<file path="src/rtl/prog_loader.sv">
// prog_loader
//   Boot-time loader for the 16-bit pipelined cpu. Consumes a valid/ready
//   stream of checksummed records and writes their payload into IMEM or DMEM
//   through a single write port. The cpu is held in reset until the
//   terminator record has been accepted.
//
//   Record: HEADER {sel, count[14:0]}, ADDR, count x DATA, CSUM
//           CSUM = (HEADER + ADDR + sum(DATA)) mod 2^16
//           A HEADER with count == 0 is the terminator (no ADDR/CSUM).
//
// Ports
//   clk        rising-edge clock
//   reset      synchronous, active-high
//   in_valid   stream word valid
//   in_ready   loader can accept a word
//   in_data    stream word
//   mem_we     one-cycle write strobe
//   mem_sel    0 = IMEM, 1 = DMEM
//   mem_addr   write word address
//   mem_wdata  write data
//   cpu_reset  reset to cpu, high until loading is done
//   done       load complete (sticky until reset)
//   err        checksum error (sticky until reset)
module prog_loader #(
    parameter int DATA_WIDTH = 16,
    parameter int ADDR_WIDTH = 8
) (
    input  logic                  clk,
    input  logic                  reset,
    input  logic                  in_valid,
    output logic                  in_ready,
    input  logic [DATA_WIDTH-1:0] in_data,
    output logic                  mem_we,
    output logic                  mem_sel,
    output logic [ADDR_WIDTH-1:0] mem_addr,
    output logic [DATA_WIDTH-1:0] mem_wdata,
    output logic                  cpu_reset,
    output logic                  done,
    output logic                  err
);

    localparam logic [2:0] S_HDR  = 3'd0;
    localparam logic [2:0] S_ADDR = 3'd1;
    localparam logic [2:0] S_DATA = 3'd2;
    localparam logic [2:0] S_CSUM = 3'd3;
    localparam logic [2:0] S_DONE = 3'd4;
    localparam logic [2:0] S_ERR  = 3'd5;

    logic [2:0]            state;
    logic                  sel;
    logic [14:0]           remaining;
    logic [DATA_WIDTH-1:0] sum;
    logic [ADDR_WIDTH-1:0] addr;
    logic                  accept;

    // Running checksum is a plain modular add; overflow is discarded.
    function automatic logic [DATA_WIDTH-1:0] csum_add(
        input logic [DATA_WIDTH-1:0] a,
        input logic [DATA_WIDTH-1:0] b
    );
        return a + b;
    endfunction

    // Ready is forced low while reset is asserted, not just after the edge.
    assign in_ready = !reset && (state == S_HDR  || state == S_ADDR ||
                                 state == S_DATA || state == S_CSUM);
    assign accept    = in_valid && in_ready;

    assign done      = (state == S_DONE);
    assign err       = (state == S_ERR);
    assign cpu_reset = (state != S_DONE);

    always_ff @(posedge clk) begin
        if (reset) begin
            state     <= S_HDR;
            sel       <= 1'b0;
            remaining <= '0;
            sum       <= '0;
            addr      <= '0;
            mem_we    <= 1'b0;
            mem_sel   <= 1'b0;
            mem_addr  <= '0;
            mem_wdata <= '0;
        end else begin
            mem_we <= 1'b0;
            if (accept) begin
                case (state)
                    S_HDR: begin
                        if (in_data[14:0] == 15'd0) begin
                            state <= S_DONE;
                        end else begin
                            sel       <= in_data[DATA_WIDTH-1];
                            remaining <= in_data[14:0];
                            sum       <= in_data;
                            state     <= S_ADDR;
                        end
                    end
                    S_ADDR: begin
                        addr  <= in_data[ADDR_WIDTH-1:0];
                        sum   <= csum_add(sum, in_data);
                        state <= S_DATA;
                    end
                    S_DATA: begin
                        // Write stage: strobe and payload appear the cycle after acceptance.
                        mem_we    <= 1'b1;
                        mem_sel   <= sel;
                        mem_addr  <= addr;
                        mem_wdata <= in_data;
                        addr      <= addr + ADDR_WIDTH'(1);
                        remaining <= remaining - 15'd1;
                        sum       <= csum_add(sum, in_data);
                        if (remaining == 15'd1) begin
                            state <= S_CSUM;
                        end
                    end
                    S_CSUM: begin
                        state <= (in_data == sum) ? S_HDR : S_ERR;
                    end
                    default: begin
                    end
                endcase
            end
        end
    end

endmodule

</file>
<file path="config.mk">
export PLATFORM = sky130hd
export DESIGN_NAME = prog_loader
export DESIGN_NICKNAME = d
export VERILOG_FILES = /design/src/rtl/prog_loader.sv
export SDC_FILE = /design/constraint.sdc
export NUM_CORES = 1
export LEC_CHECK = 0
export ABC_AREA = 1
export BUFFER_PORTS_ARGS = -buffer_cell sky130_fd_sc_hd__buf_2
export CAP_MARGIN = 10
export CORE_ASPECT_RATIO = 2
export CORE_UTILIZATION = 57
export CTS_CLUSTER_DIAMETER = 100
export DETAILED_ROUTE_END_ITERATION = 7
export HOLD_SLACK_MARGIN = 0.15
export PLACE_DENSITY = 0.78
export SLEW_MARGIN = 10
export SYNTH_ARGS = -nofsm -noshare
export SYNTH_HDL_FRONTEND = slang
export SYNTH_SLANG_ARGS = --single-unit
</file>
<file path="constraint.sdc">
create_clock -name clk -period 2.4 [get_ports clk]
set_input_delay 0.24 -clock clk [delete_from_list [all_inputs] [get_ports clk]]
set_output_delay 0.24 -clock clk [all_outputs]
set_load 0.01 [all_outputs]
</file>
======== Word level (Yosys, flattened, before mapping) ========
Index checks and enable logic that the tools add are counted.
Widths: inputs -> output; s select.
word-level totals
  bits in registers ....................... 69
  input port bits ......................... 19
  output and inout bits ................... 30
  word-level logic and storage cells ...... 54
operators by class
  add/subtract/negate cells ............... 3
  equality and inequality tests ........... 10
  multiplexer cells ....................... 10
  bitwise logic cells ..................... 2
  reduce and logical (&&, ||, !) cells .... 20
operators by type and width
  cell                   count
  $pmux 16 s2            1
  $pmux 15 s2            1
  $add 16x16->16         1
  $eq 16x16->1           1
  $mux 16                1
  $pmux 8 s2             1
  $eq 15x1->1 const B    1
  $logic_not 15->1       1
  $mux 15                1
  $sub 15x1->15 const B  1
  $pmux 3 s4             1
  $reduce_and 3->1       4
  $mux 3                 3
  $add 8x1->8 const B    1
  $eq 3x2->1 const B     2
  $eq 3x3->1 const B     2
  $reduce_bool 2->1      3
  $reduce_and 2->1       2
  $reduce_bool 4->1      1
  $reduce_or 2->1        2
  $eq 3x1->1 const B     1
  $logic_not 3->1        1
  $logic_or 1x1->1       3
  $ne 3x3->1 const B     1
  other kinds (6)        8

======== Longest topological paths before layout ========
  depth in word-level cells ............... 8
  gate-level depth with buffers ........... 12
  mapped depth without buffers ............ 12

======== Worst setup path after synthesis ========
No wires, ideal clock.
  kind .................................... register to register
  start point ............................. register sum[0]
  end point ............................... register sum[8]
  setup time .............................. 0.117 ns
  data arrival time ....................... 1.543 ns
  data required time ...................... 2.283 ns
  path slack .............................. 0.740 ns
  stages on the path, launching flop included .. 10
  buffers on the path ..................... 0
  clock period less this slack ............ 1.660 ns
  cells stage by stage .................... dfxtp_1 > ha_1 > fa_1 > nand2_1 > nand2_1 > and2_1 > a21oi_1 > xnor2_1 > a21oi_1 > nor2_1
between the ends
  cells in the longest elaborated chain, start to end .. 2
RTL lines
  element                 RTL line  RTL
  from (decl)             52        logic [DATA_WIDTH-1:0] sum;
  from (signal assigned)  94        sum <= in_data;
  from (signal assigned)  100       sum <= csum_add(sum, in_data);
  from (signal assigned)  111       sum <= csum_add(sum, in_data);
  $add 16x16->16          61        return a + b;
  $pmux 16 s2             87        case (state)
No other way between the ends.
A chain may end at the register's enable or synchronous reset.

======== Worst setup path in the final report ========
  start point ............................. register state[1]
  end point ............................... register sum[7]
between the ends
  cells in the longest elaborated chain, start to end .. 7
  elaborated cells on any way between the ends .. 14
  those cells by class .................... eq/ne (4); mux (1); reduce/logical (9)
RTL lines
  element                                               RTL line  RTL
  from (decl)                                           49        logic [2:0] state;
  from (signal assigned)                                117       state <= (in_data == sum) ? S_HDR : S_ERR;
  $eq 3x1->1 / $logic_not 3->1 (equally long branches)  65, 87
  $logic_or 1x1->1 (2 in series)                        65        assign in_ready = !reset && (state == S_HDR || state == S_ADDR ||
  $logic_or 1x1->1                                      66        state == S_DATA || state == S_CSUM);
  $logic_and 1x1->1                                     65
  $logic_and 1x1->1                                     67        assign accept = in_valid && in_ready;
  $reduce_and 3->1 (no line)                            --
Parallel ways exist; a longest one is shown, timed or not.

==> results by group <==
CTS
  – Number of hold buffers added after cts: 0
  – Post-CTS Resized: 0
  – Total clock sinks: 69
  – Clock Tree Root: clkbuf_16
  – TritonCTS clock tree: built
  – Worst-case clock buffer depth: 2
  – Post CTS Setup Buffer Count: 0
  – Level count of the clock H-tree: 3
  – Worst-Skew Late Latency: 330 ps
  – Clock transition time at the flip-flop clock pins of the worst setup and hold paths: 50 ps
  – CTS Buf Count: 9

STA
  – Top achievable clock speed: 0.516 GHz
  – Smallest hold slack: 219 ps
  – Headroom to the max-slew limit: 0.646
  – Transition time at the pin with the least slew margin: 527 ps
  – Setup TNS Final: 0 ps
  – Final period demand of the worst path: 1940 ps
  – Setup-failing EPs final: 0
  – Maximum clock skew at final layout: 4.51 ps
  – Final period utilization: 0.808
  – Setup repair after global routing missed its margin: no
  – Number of max-slew violations in the final report: 0
  – Final hold vios: 0

Global routing
  – Antenna violations before repair: 0
  – Global-route wire length before repair: 19.6 mm
  – Total global routing overflow: 0
  – GRT Total Usage: 0.329
  – Via count of the first global-routing pass: 4387
  – Maximum number of pins on one net before global-route repair: 44

Floorplanning
  – Initial core utilization: 0.596
  – Total I/O pin count: 49
  – Floorplan row count: 43
  – Die W: 62.7 um
  – Area of the die: 7730 um^2
  – Vertical die dimension: 123 um
  – Standard cell core area: 7050 um^2

Worst setup path
  – CP Max Fanout: 13
  – Worst setup path class: reg -> reg
  – Type of element capturing the critical path: flop
  – Peak per-stage delay on the critical path: 370 ps
  – Critical Path Source: state[1]
  – Type of element launching the critical path: flop
  – Most common cell type on the critical path: nor2_1
  – Critical-path cell with the highest stage delay: dfxtp_1
  – List of cells traversed by the critical path: inv_1, nor2_1, nand2_2, o21ai_2, inv_2, nand2_1, nand3_1, inv_1, o21ai_0, nor2_1, nor2_1
  – Start of the worst register-to-register path: state[1]
  – CP Data Arrival Time: 2160 ps
  – Required time of the critical path: 2620 ps

Synth
  – Seq cells post-synth: 69
  – EDFF count, synth: 0
  – Sequential area share after synthesis: 0.329
  – Post-synthesis cell type count: 31
  – Leading register cell type out of synthesis: dfxtp_1
  – Most common cell in the synthesized netlist: nand2_1
  – Number of warnings issued by yosys: 0
  – Gate count after technology mapping: 671
  – Area of the mapped netlist: 4200 um^2
  – Most common library cells after synthesis: 178 x nand2_1, 95 x nor2_1, 69 x dfxtp_1, 69 x o21ai_0, 68 x inv_1
  – Number of nets produced by synthesis: 709
  – Top post-synthesis cells by area: dfxtp_1 33%, nand2_1 16%, nor2_1 8.5%, o21ai_0 8.2%, a21oi_1 7.3%
  – Yosys top cell area share: 0.329
  – Cell taking the most area after synthesis: dfxtp_1
  – Post-synthesis average cell area: 6.26 um^2
  – Fraction of registers with async set or reset after synthesis: 0

Power and ir drop
  – Power density over the cells: 673 nW/um^2
  – Cell-internal power: 0.00223 W
  – Switching Share: 0.308
  – Total power: 0.00322 W
  – Seq pwr share: 0.387
  – Psw: 0.000994 W
  – Share of total power in combinational logic: 0.208
  – VDD IR-drop max: 0.605 mV
  – Clock network fraction of design power: 0.404
  – Leakage power of the design: 2.39 nW

Job
  – Max-cap check violation count: 0

Route
  – Routed vias: 4511
  – Number of iterations in the first detailed-routing pass: 7
  – Number of vias per cell: 5.58
  – DRC violation count after routing: 0
  – Violation count after the first detailed-routing iteration: 534
  – Final Routed Wirelength: 12.2 mm
  – Wirelength per Cell: 15.1 um
  – Antenna Violating Nets Remaining: 0

Layout
  – Antenna diode instance count: 0
  – Fillcell total: 661
  – Area overhead of the layout relative to synthesis: 14.0%
  – Count of nets after finishing: 752
  – Fraction of final layout cells with drive strength greater than 1: 0.120

Run status
  – Status: finished, final reports clean

Min path
  – Worst hold path type: in -> reg
  – Origin of the worst min-delay path: in_data[4]

Placement
  – GP Congestion: 0.898
  – Port bufs: 48
  – Post-DP HPWL: 8.96 mm
[cell usage in the layout (no fill, tap or decap), types with 3 or more instances in the layout]
| cell type | Yosys | routed |
|---|---|---|
| inv_1 | 68 | 68 |
| clkbuf_16 | 0 | 9 |
| xnor2_1 | 4 | 4 |
| nand3b_1 | 3 | 3 |
| ha_1 | 18 | 18 |
| nor2_1 | 95 | 94 |
| a21oi_1 | 61 | 61 |
| clkinv_2 | 0 | 4 |
| nand3_1 | 35 | 35 |
| or2_2 | 4 | 4 |
| buf_4 | 2 | 9 |
| dfxtp_1 | 69 | 69 |
| nand2_1 | 178 | 178 |
| inv_2 | 4 | 4 |
| o21ai_0 | 69 | 69 |
| buf_2 | 13 | 48 |
| nor2_2 | 2 | 3 |
| xor2_1 | 7 | 7 |
| nor3_1 | 10 | 10 |
| a31oi_1 | 5 | 5 |
[area by class of cell]
cell class                 count  area, um^2  area share
clock buffer                   9         225      0.0470
sequential                    69        1380       0.288
timing repair buffer          57         308      0.0643
clock inverter                 7        66.3      0.0138
tap                           90         113      0.0235
inverter                      72         270      0.0564
multi-input combinational    505        2420       0.506
[per-stage QoR]
step,std cells,cell area (um^2),worst slack (ps),utilization
floorplan,671,4200,740,-
global placement,793,4500,476,0.638
detailed placement,793,4500,455,0.638
CTS,809,4790,458,0.679
global route,809,4790,213,0.679
finish,809,4790,461,0.679
[critical path: cells and delay by family (launching register included)]
family,cells,cell delay (ps)
buffers and inverters,3,560
AOI/OAI and AO/OA,2,240
DFF,1,370
and+or+nand+nor,6,660
[path summary, 6_finish.rpt]
path,to,slack [ps],depth (start not counted)
max,sum[7],460,11
min,mem_wdata[4],220,3
max reg2reg,sum[7],460,11
min reg2reg,remaining[11],470,2
[registers in the layout, summed over array words and instances, names as in the netlist]
name / flops
mem_wdata: 16
mem_we: 1
sel: 1
mem_addr: 8
remaining: 15
sum: 16
addr: 8
state: 3
mem_sel: 1
[routing by layer]
metal	GRT usage	vias up	routed length [um]
met5	0	-	0
met4	0.199	0	431
met3	0.0563	33	605
met2	0.641	161	6740
met1	0.313	2063	4470
li1	-	2254	-
[power by group through the flow]
stage | Sequential [W] | Combinational (W) | Clock [W]
2_1_floorplan | 0.00126 | 0.000478 | 0
3_3_place_gp | 0.00127 | 0.000648 | 0
3_5_place_dp | 0.00127 | 0.000659 | 0
4_1_cts | 0.00124 | 0.000665 | 0.00131
5_1_grt | 0.00125 | 0.000752 | 0.00137
6_report | 0.00125 | 0.000672 | 0.00130
[logic make-up after synthesis]
family | Yosys count | share of synthesized area
buffers and inverters | 97 | 0.0942
adder cells (fa/ha/maj) | 19 | 0.0584
AO/OA/AOI/OAI | 142 | 0.175
flip-flops | 69 | 0.329
AND/OR/NAND/NOR | 333 | 0.321
XOR/XNOR | 11 | 0.0229
Power figures use the tool's default switching activity.
